$ cat config.mk
export PLATFORM = sky130hd
export DESIGN_NAME = fetch_redirect_unit
export DESIGN_NICKNAME = d
export VERILOG_FILES = /design/src/rtl/fetch_pkg.sv /design/src/rtl/if_de_pipe_reg.sv /design/src/rtl/fetch_redirect_unit.sv
export SDC_FILE = /design/constraint.sdc
export NUM_CORES = 1
export LEC_CHECK = 0
export CORE_ASPECT_RATIO = 0.9
export CORE_UTILIZATION = 31
export DETAILED_ROUTE_END_ITERATION = 8
export DONT_BUFFER_PORTS = 1
export GPL_ROUTABILITY_DRIVEN = 1
export GPL_TIMING_DRIVEN = 0
export HOLD_SLACK_MARGIN = 0.15
export PLACE_DENSITY = 0.52
export RECOVER_POWER = 100
export SKIP_CTS_REPAIR_TIMING = 1
export SLEW_MARGIN = 10
export SYNTH_ARGS = -nofsm -noshare
export SYNTH_HDL_FRONTEND = slang
export SYNTH_SLANG_ARGS = --single-unit
$ cat constraint.sdc
create_clock -name CLK -period 3.8 [get_ports CLK]
set_clock_uncertainty 0.05 [all_clocks]
set_input_delay 0.38 -clock CLK [delete_from_list [all_inputs] [get_ports CLK]]
set_output_delay 0.38 -clock CLK [all_outputs]
set_load 0.03 [all_outputs]
$ cat src/rtl/fetch_pkg.sv
// -----------------------------------------------------------------------------
// fetch_pkg
// Shared types and constants for the fetch redirect unit and the hazard unit.
//   pc_sel_t      : next-PC source select driven by the hazard unit
//   fetch_state_t : fetch FSM states
//   OPC_*         : control-transfer opcodes that the hazard unit decodes
// No ports (package).
// -----------------------------------------------------------------------------
package fetch_pkg;

  typedef enum logic [1:0] {
    PC_PLUS4  = 2'b00,
    PC_JALR   = 2'b01,
    PC_BRANCH = 2'b10,
    PC_JAL    = 2'b11
  } pc_sel_t;

  typedef enum logic [1:0] {
    IDLE = 2'b00,
    REQ  = 2'b01,
    WAIT = 2'b10,
    HOLD = 2'b11
  } fetch_state_t;

  localparam logic [6:0] OPC_JAL    = 7'b1101111;
  localparam logic [6:0] OPC_JALR   = 7'b1100111;
  localparam logic [6:0] OPC_BRANCH = 7'b1100011;

endpackage

$ cat src/rtl/if_de_pipe_reg.sv
// -----------------------------------------------------------------------------
// if_de_pipe_reg
// IF/DE pipeline register: valid bit, PC, PC+4 and instruction word.
// Ports:
//   clk, rst          : clock, synchronous active-high reset
//   stall             : decode cannot accept; contents held
//   flush             : kill whatever sits in / enters the register this cycle
//   load              : a new instruction is presented on load_pc/load_ir
//   load_pc, load_ir  : PC and instruction word of the new instruction
//   valid, pc, pc4, ir: registered IF/DE contents
// -----------------------------------------------------------------------------
module if_de_pipe_reg #(
  parameter int XLEN = 32
) (
  input  logic            clk,
  input  logic            rst,
  input  logic            stall,
  input  logic            flush,
  input  logic            load,
  input  logic [XLEN-1:0] load_pc,
  input  logic [XLEN-1:0] load_ir,
  output logic            valid,
  output logic [XLEN-1:0] pc,
  output logic [XLEN-1:0] pc4,
  output logic [XLEN-1:0] ir
);

  localparam logic [XLEN-1:0] FOUR = XLEN'(4);

  // Flush kills the valid bit even while stalled; the data fields stay put
  // so decode sees a stable (but dead) word.
  always_ff @(posedge clk) begin
    if (rst) begin
      valid <= 1'b0;
      pc    <= '0;
      pc4   <= '0;
      ir    <= '0;
    end else if (stall) begin
      if (flush) valid <= 1'b0;
    end else if (load) begin
      valid <= ~flush;
      pc    <= load_pc;
      pc4   <= load_pc + FOUR;
      ir    <= load_ir;
    end else begin
      valid <= 1'b0;
    end
  end

endmodule

$ cat src/rtl/fetch_redirect_unit.sv
// -----------------------------------------------------------------------------
// fetch_redirect_unit
// Owns the architectural PC, issues single-outstanding instruction fetches,
// applies redirects/flush from the hazard unit, squashes stale responses and
// drives the IF/DE register. A one-entry hold buffer absorbs a response that
// arrives while decode is stalled.
// Optional feature: define FETCH_PERF_EN to add perf_redirects/perf_squashed.
// Ports:
//   CLK, RST                    : clock, synchronous active-high reset
//   stall, flush                : decode back-pressure, IF/DE kill
//   pc_sel                      : 00 PC+4, 01 jalr, 10 branch, 11 jal
//   jalr_pc, branch_pc, jal_pc  : redirect targets
//   imem_req, imem_addr         : fetch request / address (= pc)
//   imem_gnt, imem_rvalid,
//   imem_rdata                  : memory grant and response
//   if_de_valid, if_de_pc,
//   if_de_pc4, if_de_ir         : IF/DE register outputs
//   perf_redirects,
//   perf_squashed               : event counters (FETCH_PERF_EN only)
// -----------------------------------------------------------------------------
module fetch_redirect_unit
  import fetch_pkg::*;
#(
  parameter int              XLEN      = 32,
  parameter logic [XLEN-1:0] RESET_VEC = '0
) (
  input  logic            CLK,
  input  logic            RST,
  input  logic            stall,
  input  logic [1:0]      pc_sel,
  input  logic [XLEN-1:0] jalr_pc,
  input  logic [XLEN-1:0] branch_pc,
  input  logic [XLEN-1:0] jal_pc,
  input  logic            flush,
  output logic            imem_req,
  output logic [XLEN-1:0] imem_addr,
  input  logic            imem_gnt,
  input  logic            imem_rvalid,
  input  logic [XLEN-1:0] imem_rdata,
`ifdef FETCH_PERF_EN
  output logic [31:0]     perf_redirects,
  output logic [31:0]     perf_squashed,
`endif
  output logic            if_de_valid,
  output logic [XLEN-1:0] if_de_pc,
  output logic [XLEN-1:0] if_de_pc4,
  output logic [XLEN-1:0] if_de_ir
);

  localparam logic [XLEN-1:0] FOUR = XLEN'(4);

  fetch_state_t    state;
  logic [XLEN-1:0] pc;
  logic            squash;
  logic            req_q;
  logic [XLEN-1:0] hold_pc;
  logic [XLEN-1:0] hold_ir;

  pc_sel_t         sel;
  logic            redirect;
  logic [XLEN-1:0] target;
  logic [XLEN-1:0] pc_plus4;

  logic            pipe_load;
  logic [XLEN-1:0] pipe_pc;
  logic [XLEN-1:0] pipe_ir;
  logic            discard;
  logic            drop_hold;

  assign sel       = pc_sel_t'(pc_sel);
  assign redirect  = (sel != PC_PLUS4);
  assign pc_plus4  = pc + FOUR;
  assign imem_req  = req_q;
  assign imem_addr = pc;

  always_comb begin
    target = pc_plus4;
    unique case (sel)
      PC_JALR:   target = jalr_pc;
      PC_BRANCH: target = branch_pc;
      PC_JAL:    target = jal_pc;
      default:   target = pc_plus4;
    endcase
  end

  // A response is usable only if it is not squashed and no redirect is
  // arriving in the same cycle; redirect outranks stall.
  always_comb begin
    pipe_load = 1'b0;
    pipe_pc   = pc;
    pipe_ir   = imem_rdata;
    discard   = 1'b0;
    drop_hold = 1'b0;
    unique case (state)
      WAIT: begin
        if (imem_rvalid) begin
          if (squash || redirect) discard = 1'b1;
          else if (!stall)        pipe_load = 1'b1;
        end
      end
      HOLD: begin
        if (redirect) begin
          drop_hold = 1'b1;
        end else if (!stall) begin
          pipe_load = 1'b1;
          pipe_pc   = hold_pc;
          pipe_ir   = hold_ir;
        end
      end
      default: ;
    endcase
  end

  // Fetch FSM. imem_req is registered: it is set whenever the next state is REQ.
  always_ff @(posedge CLK) begin
    if (RST) begin
      state   <= IDLE;
      pc      <= RESET_VEC;
      squash  <= 1'b0;
      req_q   <= 1'b0;
      hold_pc <= '0;
      hold_ir <= '0;
    end else begin
      unique case (state)
        IDLE: begin
          if (redirect) pc <= target;
          state <= REQ;
          req_q <= 1'b1;
        end
        REQ: begin
          if (redirect) pc <= target;
          if (imem_gnt) begin
            // Memory accepted the old address, so its response must be dropped.
            squash <= redirect;
            state  <= WAIT;
            req_q  <= 1'b0;
          end
        end
        WAIT: begin
          if (imem_rvalid) begin
            squash <= 1'b0;
            state  <= REQ;
            req_q  <= 1'b1;
            if (redirect) begin
              pc <= target;
            end else if (!squash) begin
              pc <= pc_plus4;
              if (stall) begin
                hold_pc <= pc;
                hold_ir <= imem_rdata;
                state   <= HOLD;
                req_q   <= 1'b0;
              end
            end
          end else if (redirect) begin
            pc     <= target;
            squash <= 1'b1;
          end
        end
        HOLD: begin
          if (redirect) begin
            pc    <= target;
            state <= REQ;
            req_q <= 1'b1;
          end else if (!stall) begin
            state <= REQ;
            req_q <= 1'b1;
          end
        end
        default: begin
          state <= IDLE;
          req_q <= 1'b0;
        end
      endcase
    end
  end

`ifdef FETCH_PERF_EN
  always_ff @(posedge CLK) begin
    if (RST) begin
      perf_redirects <= '0;
      perf_squashed  <= '0;
    end else begin
      if (redirect)              perf_redirects <= perf_redirects + 32'd1;
      if (discard || drop_hold)  perf_squashed  <= perf_squashed + 32'd1;
    end
  end
`else
  logic unused_perf;
  assign unused_perf = discard ^ drop_hold;
`endif

  if_de_pipe_reg #(.XLEN(XLEN)) u_if_de (
    .clk     (CLK),
    .rst     (RST),
    .stall   (stall),
    .flush   (flush),
    .load    (pipe_load),
    .load_pc (pipe_pc),
    .load_ir (pipe_ir),
    .valid   (if_de_valid),
    .pc      (if_de_pc),
    .pc4     (if_de_pc4),
    .ir      (if_de_ir)
  );

endmodule

==> results.yml <==
synthesis:
  synth_edf_count: 0
  synthTopCellsByCount: "nand2_1 (282), dfxtp_1 (195), nor2_1 (139), a21oi_1 (98), clkbuf_1 (75)"
  yosys_register_bits: 195
  yosysSeqAreaShare: 0.401
  syn_area_per_cell_sq_um: 7.78
  ys_types: 64
  synthMostInstantiatedCell: "nand2_1"
  ys_dominant_reg_cell: "dfxtp_1"
  synth_top_area_cell: "dfxtp_1"
  yosys_warnings: 0
  synth_nets: 1393
  synth_cells: 1250
  syn_area_sq_um: 9730
  synth_top_area_share: 0.401
  ys_top_cells_by_area: "dfxtp_1 (40%), nand2_1 (11%), nor2_1 (5.4%), a21oi_1 (5.0%), mux2i_1 (4.3%)"
  async_flop_share: 0
route:
  via_count: 9652
  routed_wl_microns: 39000
  firstDrtPassIters: 6
  met1_length_microns: 17900
  via_per_inst: 5.56
  postRouteAntennaNets: 0
  highest_layer: "met4"
  wl_met2_microns: 16800
  drt-initial-drc-count: 932
  met3WireLength_microns: 3660
  drc: 0
  wl_per_cell_microns: 22.5
power_and_ir_drop:
  seqPwrFrac: 0.491
  pwr-share-clk: 0.412
  power_mw: 4.53
  comb_power_share: 0.097
  intPower_mw: 3.15
  ir_drop_mv: 0.299
  p_leak_nw: 3.64
  switching_power_mw: 1.39
  switching_share: 0.306
  powerDensity_nw_per_um2: 402
sta:
  layout_setup_ws_ps: 200
  setup_viol: 0
  min_period_over_period: 0.947
  grt_setup_unrepaired: "false"
  finalHoldViolCount: 0
  setup_tns_ps: 0
  finalCriticalPeriod_ps: 3600
  tightest_slew_ps: 1130
  timing.fmax_mhz: 278
  drv_slew: 0
  slew_headroom: 0.246
  whs_ps: 98.7
floorplanning:
  die_w_microns: 189
  core.rowCount: 61
  start_util: 0.315
  io_pins: 266
  core-area_sq_um: 30900
  chipHeight_microns: 170
  die_area_sq_um: 32100
critical_path:
  r2r_start: "state[0]"
  cp_max_fo: 10
  endpoint_kind: "register"
  path_class: "register to register"
  slowest_stage: "or4_1"
  r2r_slack_ps: 200
  cp.required_ps: 4100
  crit_arrival_ps: 3900
  startpoint_type: "register"
  crit_top_cell: "clkbuf_4"
  reg2regPathDepth: 13
  crit_path_cell_trace: "ha_1, or4b_1, clkbuf_4, buf_4, clkbuf_4, nand2_1, nand2_2, ha_4, inv_1, or4_1, and2_0, a211o_1, o311ai_1"
  r2r_end: "u_if_de.pc4[28]"
  slowest_delay_ps: 590
clocking:
  cts_sinks: 195
  cts_max_level: 4
  cts_tree: "done"
  clockBufferDepth: 2
  cts_inserted_buffers: 17
  clk_pin_slew_worst_paths_ps: 80
  clk_latency_ps: 450
  cts-root-buf: "clkbuf_16"
finish:
  fill_cells: 3300
  syn2layout_area_growth_pct: 16.0
  nets: 1453
  regArea_sq_um: 3900
  drive_gt1_frac: 0.0544
  multi_input_area_sq_um: 5390
  final_cells: 1735
global_routing:
  grtUsageTotal: 0.239
  antenna_found_initial: 2
  grt_first_pass_wirelength_microns: 57200
  grt_max_degree: 22
  grt_overflow: 0
  grt_pass1_vias: 8764
place:
  dp_cells: 1659
  gp_congestion: 0.918
  portBuffers: 0
  hpwl_microns: 29900
  post-place-ws_ps: -1210
hold_path:
  min_path_cells: 3
  hold_path.class: "input pin to register"
  hold_start: "imem_gnt"
  holdPathEnd: "squash"
run:
  cap_violations: 0
run_status:
  status: "finished clean"
## through the flow
step | util | area, sq um
finish | 0.365 | 11300
CTS | 0.351 | 10800
global placement | 0.331 | 10200
global route | 0.365 | 11300
floorplan | - | 9730
detailed placement | 0.331 | 10200
## cell type report
cell class / instances / area share
Antenna cell: 3 / 0.000665
Buffer: 102 / 0.0366
Clock buffer: 17 / 0.0377
Clock inverter: 15 / 0.0156
Inverter: 9 / 0.00299
Multi-Input combinational cell: 942 / 0.478
Sequential cell: 195 / 0.346
Tap cell: 409 / 0.0454
Timing Repair Buffer: 43 / 0.0372
## cell families (layout without fill, tap and decap cells)
family,count (synthesis),in the layout,synth area share
DFF,195,195,0.401
and+or+nand+nor,577,577,0.258
buffers and inverters,113,186,0.0462
other,0,3,0
xor gates and xnor gates,33,33,0.0297
muxes,61,61,0.0768
adders and majority gates,7,7,0.00901
AOI/OAI and AO/OA,264,264,0.179
## power groups by stage
| stage | sequential, mW | clock (mW) | combinational, mW |
|---|---|---|---|
| floorplan | 2.24 | 0 | 0.273 |
| global placement | 2.27 | 0 | 0.384 |
| detailed placement | 2.28 | 0 | 0.388 |
| CTS | 2.23 | 1.91 | 0.390 |
| global route | 2.23 | 2.01 | 0.474 |
| finish | 2.23 | 1.87 | 0.438 |
## worst max path at each step
stage	depth (start not counted)	endpoint	slack (ps)	from
2_1_floorplan	14	u_if_de.pc4[28]	40	state[0]
3_3_place_gp	14	u_if_de.pc4[28]	-1130	state[0]
3_5_place_dp	14	u_if_de.pc4[28]	-1210	state[0]
4_1_cts	14	u_if_de.pc4[28]	-1230	state[0]
5_1_grt	9	u_if_de.pc4[18]	9	state[0]
6_report	13	u_if_de.pc4[28]	200	state[0]
## state kept, by name, indices dropped and copies added, names as in the netlist, 2 cells and up
signal	cells
u_if_de.ir	32
u_if_de.pc4	32
hold_pc	32
hold_ir	32
u_if_de.pc	30
imem_addr	32
state	2
## placed cells by master (no fill, tap or decap), types with 4 or more instances in the layout
| master | count |
|---|---|
| mux2_2 | 9 |
| dlygate4sd3_1 | 40 |
| or3_1 | 7 |
| nand4_1 | 19 |
| buf_1 | 4 |
| nor2_1 | 139 |
| inv_8 | 7 |
| mux4_2 | 10 |
| a221oi_1 | 9 |
| inv_1 | 8 |
| a311oi_1 | 34 |
| mux2i_1 | 42 |
| and3_1 | 7 |
| clkbuf_1 | 90 |
| xnor2_1 | 13 |
| nor4_1 | 7 |
| and2_1 | 4 |
| dfxtp_1 | 195 |
| nor3_1 | 32 |
| o22ai_1 | 7 |
| clkbuf_16 | 17 |
| xor2_1 | 20 |
| a21oi_1 | 98 |
| and4_1 | 5 |
| nand2_1 | 280 |
| nand3_1 | 45 |
| nand3b_1 | 4 |
| ha_1 | 6 |
| o211ai_1 | 7 |
| o21ai_0 | 31 |
| nor2b_1 | 9 |
| a31oi_1 | 5 |
| or4_1 | 4 |
| a211oi_1 | 42 |
| a22oi_1 | 8 |
| buf_4 | 4 |
## routing by layer
layer	vias up	GRT usage
li1	4559	-
met1	4609	0.333
met2	441	0.362
met3	43	0.0701
met4	0	0.0529
met5	-	0
## critical path: cells and delay by family, from the launching register on
family | cells | cell delay, ps
adder cells (fa/ha/maj) | 2 | 460
buffers and inverters | 4 | 820
flip-flops | 1 | 360
AND/OR/NAND/NOR | 5 | 1240
AO/OA/AOI/OAI | 2 | 570
(Power assumes the default switching activity.)
